**src/rtl/clk_div_bank_pkg.sv**
```systemverilog
// Shared types and helpers for the clock-divider bank.
package clk_div_pkg;

    typedef enum logic {
        MODE_TOGGLE = 1'b0,
        MODE_PULSE  = 1'b1
    } mode_e;

    localparam int unsigned CNT_W_DEFAULT = 32;

    // Select-field width that stays legal for a single-channel bank.
    function automatic int unsigned clog2_min1(input int unsigned n);
        return (n < 2) ? 1 : $clog2(n);
    endfunction

endpackage

```
**src/rtl/clk_div_bank_if.sv**
```systemverilog
// Channel enables, sync, configuration port and per-channel outputs of the bank.
interface clk_div_bank_if
    import clk_div_pkg::*;
#(
    parameter int unsigned NUM_CH = 4,
    parameter int unsigned CNT_W  = CNT_W_DEFAULT
);
    localparam int unsigned CH_W = clog2_min1(NUM_CH);

    logic [NUM_CH-1:0] ch_en;
    logic              sync;
    logic              cfg_we;
    logic [CH_W-1:0]   cfg_ch;
    logic [CNT_W-1:0]  cfg_div;
    logic              cfg_mode;
    logic [NUM_CH-1:0] clk_out;
    logic [NUM_CH-1:0] tick;
    logic [NUM_CH-1:0] pend;

    modport master (
        output ch_en, sync, cfg_we, cfg_ch, cfg_div, cfg_mode,
        input  clk_out, tick, pend
    );

    modport slave (
        input  ch_en, sync, cfg_we, cfg_ch, cfg_div, cfg_mode,
        output clk_out, tick, pend
    );

endinterface

```
**src/rtl/clk_div_chan.sv**
```systemverilog
// One divider channel: wrap counter, shadow/active divisor and mode, pending flag.
module clk_div_chan
    import clk_div_pkg::*;
#(
    parameter int unsigned CNT_W    = CNT_W_DEFAULT,
    parameter int unsigned DIV_RST  = 355500,
    parameter mode_e       MODE_RST = MODE_TOGGLE
) (
    input  logic             clk,
    input  logic             rst_n,
    input  logic             en_i,
    input  logic             sync_i,
    input  logic             wr_i,
    input  logic [CNT_W-1:0] div_i,
    input  mode_e            mode_i,
    output logic             clk_out_o,
    output logic             tick_o,
    output logic             pend_o
);
    localparam logic [CNT_W-1:0] DIV_INIT = CNT_W'(DIV_RST);
    localparam logic [CNT_W-1:0] ONE      = CNT_W'(1);

    logic [CNT_W-1:0] cnt_q, cnt_d;
    logic [CNT_W-1:0] div_q, div_d;
    logic [CNT_W-1:0] sdiv_q, sdiv_d;
    mode_e            mode_q, mode_d;
    mode_e            smode_q, smode_d;
    logic             pend_q, pend_d;
    logic             clk_q, clk_d;
    logic             tick_q, tick_d;
    logic             xfer;

    always_ff @(posedge clk or negedge rst_n) begin
        if (!rst_n) begin
            cnt_q   <= '0;
            div_q   <= DIV_INIT;
            sdiv_q  <= DIV_INIT;
            mode_q  <= MODE_RST;
            smode_q <= MODE_RST;
            pend_q  <= 1'b0;
            clk_q   <= 1'b0;
            tick_q  <= 1'b0;
        end else begin
            cnt_q   <= cnt_d;
            div_q   <= div_d;
            sdiv_q  <= sdiv_d;
            mode_q  <= mode_d;
            smode_q <= smode_d;
            pend_q  <= pend_d;
            clk_q   <= clk_d;
            tick_q  <= tick_d;
        end
    end

    // A write in the same cycle as a transfer is folded into the shadow first,
    // so the new value goes active on that edge and pend ends cleared.
    always_comb begin
        sdiv_d  = wr_i ? div_i : sdiv_q;
        smode_d = wr_i ? mode_i : smode_q;
        pend_d  = pend_q | wr_i;
        cnt_d   = cnt_q;
        div_d   = div_q;
        mode_d  = mode_q;
        clk_d   = clk_q;
        tick_d  = 1'b0;
        xfer    = 1'b0;
        if (sync_i || !en_i) begin
            cnt_d = '0;
            clk_d = 1'b0;
            xfer  = 1'b1;
        end else if (div_q == '0) begin
            cnt_d = '0;
        end else if (cnt_q == div_q - ONE) begin
            cnt_d  = '0;
            tick_d = 1'b1;
            xfer   = 1'b1;
            clk_d  = (smode_d == MODE_PULSE) ? 1'b1 : ~clk_q;
        end else begin
            cnt_d = cnt_q + ONE;
            if (mode_q == MODE_PULSE) clk_d = 1'b0;
        end
        if (xfer) begin
            div_d  = sdiv_d;
            mode_d = smode_d;
            pend_d = 1'b0;
        end
    end

    assign clk_out_o = clk_q;
    assign tick_o    = tick_q;
    assign pend_o    = pend_q;

endmodule

```
**src/rtl/clk_div_bank.sv**
```systemverilog
// Bank of NUM_CH programmable divider channels sharing one configuration port.
module clk_div_bank
    import clk_div_pkg::*;
#(
    parameter int unsigned NUM_CH   = 4,
    parameter int unsigned CNT_W    = CNT_W_DEFAULT,
    parameter int unsigned DIV_RST  = 355500,
    parameter bit          MODE_RST = 1'b0
) (
    input logic           clk,
    input logic           rst_n,
    clk_div_bank_if.slave bus
);
    localparam int unsigned CH_W = clog2_min1(NUM_CH);

    for (genvar i = 0; i < NUM_CH; i++) begin : g_ch
        logic wr;
        // Out-of-range selects match no channel and are dropped.
        assign wr = bus.cfg_we && (bus.cfg_ch == CH_W'(i));

        clk_div_chan #(
            .CNT_W    (CNT_W),
            .DIV_RST  (DIV_RST),
            .MODE_RST (mode_e'(MODE_RST))
        ) u_chan (
            .clk       (clk),
            .rst_n     (rst_n),
            .en_i      (bus.ch_en[i]),
            .sync_i    (bus.sync),
            .wr_i      (wr),
            .div_i     (bus.cfg_div),
            .mode_i    (mode_e'(bus.cfg_mode)),
            .clk_out_o (bus.clk_out[i]),
            .tick_o    (bus.tick[i]),
            .pend_o    (bus.pend[i])
        );
    end

endmodule

```
**src/flat_wrapper.sv**
```systemverilog
// flat-port wrapper written by rule: the top's interface ports become plain ports
module clk_div_bank_flat import clk_div_pkg::*;
#(
    parameter int unsigned NUM_CH   = 4,
    parameter int unsigned CNT_W    = CNT_W_DEFAULT,
    parameter int unsigned DIV_RST  = 355500,
    parameter bit          MODE_RST = 1'b0
)
  (clk, rst_n, bus_ch_en, bus_sync, bus_cfg_we, bus_cfg_ch, bus_cfg_div, bus_cfg_mode, bus_clk_out, bus_tick, bus_pend);
  clk_div_bank_if #(.NUM_CH(NUM_CH), .CNT_W(CNT_W)) bus_i ();
  input logic clk;
  input logic rst_n;
  input wire logic [$bits(bus_i.ch_en)-1:0] bus_ch_en;
  input wire logic [$bits(bus_i.sync)-1:0] bus_sync;
  input wire logic [$bits(bus_i.cfg_we)-1:0] bus_cfg_we;
  input wire logic [$bits(bus_i.cfg_ch)-1:0] bus_cfg_ch;
  input wire logic [$bits(bus_i.cfg_div)-1:0] bus_cfg_div;
  input wire logic [$bits(bus_i.cfg_mode)-1:0] bus_cfg_mode;
  output wire logic [$bits(bus_i.clk_out)-1:0] bus_clk_out;
  output wire logic [$bits(bus_i.tick)-1:0] bus_tick;
  output wire logic [$bits(bus_i.pend)-1:0] bus_pend;
  assign bus_i.ch_en = bus_ch_en;
  assign bus_i.sync = bus_sync;
  assign bus_i.cfg_we = bus_cfg_we;
  assign bus_i.cfg_ch = bus_cfg_ch;
  assign bus_i.cfg_div = bus_cfg_div;
  assign bus_i.cfg_mode = bus_cfg_mode;
  assign bus_clk_out = bus_i.clk_out;
  assign bus_tick = bus_i.tick;
  assign bus_pend = bus_i.pend;
  clk_div_bank #(.NUM_CH(NUM_CH), .CNT_W(CNT_W), .DIV_RST(DIV_RST), .MODE_RST(MODE_RST)) u_core (.clk(clk), .rst_n(rst_n), .bus(bus_i));
endmodule
```
**config.mk**
```make
export PLATFORM = sky130hd
export DESIGN_NAME = clk_div_bank_flat
export DESIGN_NICKNAME = d
export VERILOG_FILES = /design/src/rtl/clk_div_bank_pkg.sv /design/src/rtl/clk_div_bank_if.sv /design/src/rtl/clk_div_chan.sv /design/src/rtl/clk_div_bank.sv /design/src/flat_wrapper.sv
export SDC_FILE = /design/constraint.sdc
export NUM_CORES = 1
export LEC_CHECK = 0
export CAP_MARGIN = 20
export CORE_ASPECT_RATIO = 1.75
export CORE_UTILIZATION = 35
export CTS_BUF_LIST = sky130_fd_sc_hd__clkbuf_4 sky130_fd_sc_hd__clkbuf_8
export CTS_CLUSTER_DIAMETER = 200
export DETAILED_ROUTE_END_ITERATION = 16
export GPL_TIMING_DRIVEN = 0
export HOLD_SLACK_MARGIN = 0.05
export SLEW_MARGIN = 20
export SYNTH_ARGS = -nofsm -noshare
export SYNTH_HDL_FRONTEND = slang
export SYNTH_SLANG_ARGS = --single-unit
```
**constraint.sdc**
```tcl
create_clock -name clk -period 4.6 [get_ports clk]
set_clock_uncertainty 0.2 [all_clocks]
set_input_delay 0.46 -clock clk [delete_from_list [all_inputs] [get_ports clk]]
set_output_delay 0.46 -clock clk [all_outputs]
set_load 0.05 [all_outputs]
```
==> reports/metrics.yaml <==
run_status: "finished, final reports clean"
slew_headroom: 0.361
drtIter0Drc: 883
cp_max_fo: 10
port_buffers: 54
hold_violations: 0
synth_area_per_cell_um2: 10.9
report.final.slew_viol_count: 0
layout_common_cells: "324 x dfrtp_1, 240 x mux2_2, 227 x nor2_1"
viasPerCell: 5.27
grt_start_max_net_pins: 102
postSynth.topFlopCell: "dfrtp_1"
cts_made_buffers: 55
synthCells: 1969
power_uw: 9890
rows: 119
syn_to_final_growth_pct: 15.4
drc_errors: 0
fin_util: 0.410
cts.sinks: 404
die-area_um2: 62200
io_pins: 55
drtPass1Iterations: 5
overflow: 0
antenna_found_initial: 3
cp-end-kind: "register"
vias: 15400
worst_pin_slew_ns: 0.951
ys_types: 71
h-tree-depth: 2
ys_seq_elements: 404
worstSetupPathType: "register to register"
maxCapViolCount: 0
p_leak_uw: 0.00958
hp-class: "input port to asynchronous set/reset pin"
layout.cells.non_filler: 2916
clock_latency_ns: 0.65
dp_hpwl_um: 42400
crit_required_ns: 4.94
synth_fp_nets: 2020
place_inst: 2813
finalSetupViolations: 0
cts-root-buf: "clkbuf_8"
r2r-start: "u_core.g_ch[2].u_chan.div_q[2]"
die_h_um: 329
async_flop_share: 1.00
timing.hold.ws_ns: 0.119
place.gp.congestion: 0.901
synth_area_um2: 21400
fin_setup_tns_ns: 0
wl_per_cell_um: 19.4
cp-start-kind: "register"
fmax_mhz: 223
grt_pass1_vias: 16000
ant_nets: 0
start_util: 0.355
grt_pass1_wl_um: 89700
dieWidth_um: 189
timing.rr.end: "u_core.g_ch[2].u_chan.div_q[6]"
nets: 2133
clock_path_buffers: 3
coreArea_um2: 60300
synth_edf_count: 0
ys.warnings.count: 0
fin_crit_sh: 0.974
p_per_area_nw_per_um2: 400
seq_area_frac_synth: 0.477
mostFrequentLayoutCell: "dfrtp_1"
post-route-min-period_ns: 4.48
route.final.wire_length_um: 56700
reg2reg_depth: 13
rsz0062_at_grt: "false"
ir_worst_vdd_mv: 0.206
rrSetupSlack_ns: 0.12
drive_above_1_share: 0.257
clk_pin_slew_ns: 0.08
cts_tree: "yes"
track_usage: 0.185
critPathArrivalTime_ns: 4.82
[cell usage after synthesis, drive strengths merged (9+ instances only)]
master  instances  share of area
dfrtp         324           0.38
mux2          269           0.15
nor2          227          0.040
xnor2         161          0.066
xor2          122          0.050
nand2          88          0.015
dfstp          80          0.098
nand3          80          0.019
clkbuf         72          0.013
nor3           60          0.014
nand4          47          0.014
nor4           39          0.012
inv            35         0.0061
or4            35          0.012
and3           26         0.0076
nor2b          24         0.0070
buf            21         0.0077
o21ai          21         0.0049
or3            18         0.0053
a21oi          16         0.0037
mux2i          16         0.0075
nand3b         12         0.0042
nor3b          10         0.0035
o31ai          10         0.0035
and4            9         0.0037
nand2b          9         0.0026
[report_power, final]
group | total [uW] | switching [uW] | internal [uW] | leakage [uW]
clock | 3330 | 1470 | 1870 | 0.000692
sequential | 4620 | 477 | 4140 | 0.00497
combinational | 1940 | 985 | 958 | 0.00392
[stage by stage]
stage | setup slack (ns) | instance area, um2
final | 0.119 | 24700
after floorplan | 0.238 | 21400
after CTS | 0.00156 | 24600
after detailed placement | -0.654 | 23100
after global placement | -14.30 | 22900
after global routing | 0.00288 | 24700
[critical path: stages, from the launching register on]
cell and delay [ns]:
dfstp_2 0.37, buf_6 0.13, or4_4 0.59, or4_4 0.53, buf_6 0.15, or4_4 0.50, nand3_2 0.09, nand3_1 0.07
or3_1 0.38, or4b_4 0.54, o21a_1 0.20, buf_6 0.15, buf_6 0.16, mux2_4 0.30
[repair_timing]
action / in CTS / in global routing
gates resized for setup: 47 / 24
buffers inserted: 2 / 4
cloned: 0 / 0
endpoints found under the hold margin: 110 / 0
hold buffers: 1 / 0
endpoints found under the setup margin: 220 / 237
pin swaps: 3 / 4
[cell families (layout without fill, tap and decap cells)]
group / count (synthesis) / after routing / synth area share
simple gates: 734 / 734 / 0.180
flops: 404 / 404 / 0.477
mux: 285 / 285 / 0.154
xor+xnor: 283 / 283 / 0.116
buf+inv: 128 / 288 / 0.0265
compound gates: 127 / 127 / 0.0422
fa+ha+maj: 8 / 8 / 0.00468
other cells: 0 / 1 / 0
[state kept, by name (all words and copies together), names as in the netlist]
register and flops:
u_core.g_ch.u_chan.clk_out_o 4, u_core.g_ch.u_chan.cnt_q 128, u_core.g_ch.u_chan.div_q 128, u_core.g_ch.u_chan.mode_q 4, u_core.g_ch.u_chan.pend_o 4, u_core.g_ch.u_chan.sdiv_q 128
u_core.g_ch.u_chan.smode_q 4, u_core.g_ch.u_chan.tick_o 4
[cell type report]
class | instances | area, um2
Antenna cell | 1 | 2.50
Buffer | 84 | 463
Inverter | 35 | 131
Clock buffer | 80 | 1040
Multi-Input combinational cell | 1437 | 10800
Timing Repair Buffer | 65 | 711
Sequential cell | 404 | 10200
Tap cell | 786 | 983
Fill cell | 5769 | 35600
Clock inverter | 24 | 317
[per-layer routing]
metal  vias up  part of all wire  wire [um]  GRT usage
met5         -           0.00041         23          0
met4         4             0.054       3060      0.103
met3       144             0.026       1490     0.0211
met2       278              0.55      31100      0.354
met1      7752              0.37      21000      0.195
li1       7177                 -          -          -
[how the worst max path moves through the flow]
stage / from / endpoint / slack [ns] / cells past startpoint
6_report: u_core.g_ch[2].u_chan.div_q[2] / u_core.g_ch[2].u_chan.div_q[6] / 0.12 / 13
5_1_grt: u_core.g_ch[1].u_chan.div_q[15] / u_core.g_ch[1].u_chan.div_q[15] / 0.003 / 11
4_1_cts: u_core.g_ch[2].u_chan.div_q[0] / u_core.g_ch[2].u_chan.div_q[6] / 0.002 / 13
3_5_place_dp: u_core.g_ch[3].u_chan.div_q[0] / u_core.g_ch[3].u_chan.div_q[17] / -0.65 / 11
3_3_place_gp: rst_n / u_core.g_ch[2].u_chan.cnt_q[4] / -14.30 / 1
2_1_floorplan: u_core.g_ch[2].u_chan.div_q[2] / u_core.g_ch[2].u_chan.div_q[12] / 0.24 / 14
No activity file was read; power rests on OpenSTA's default activity.
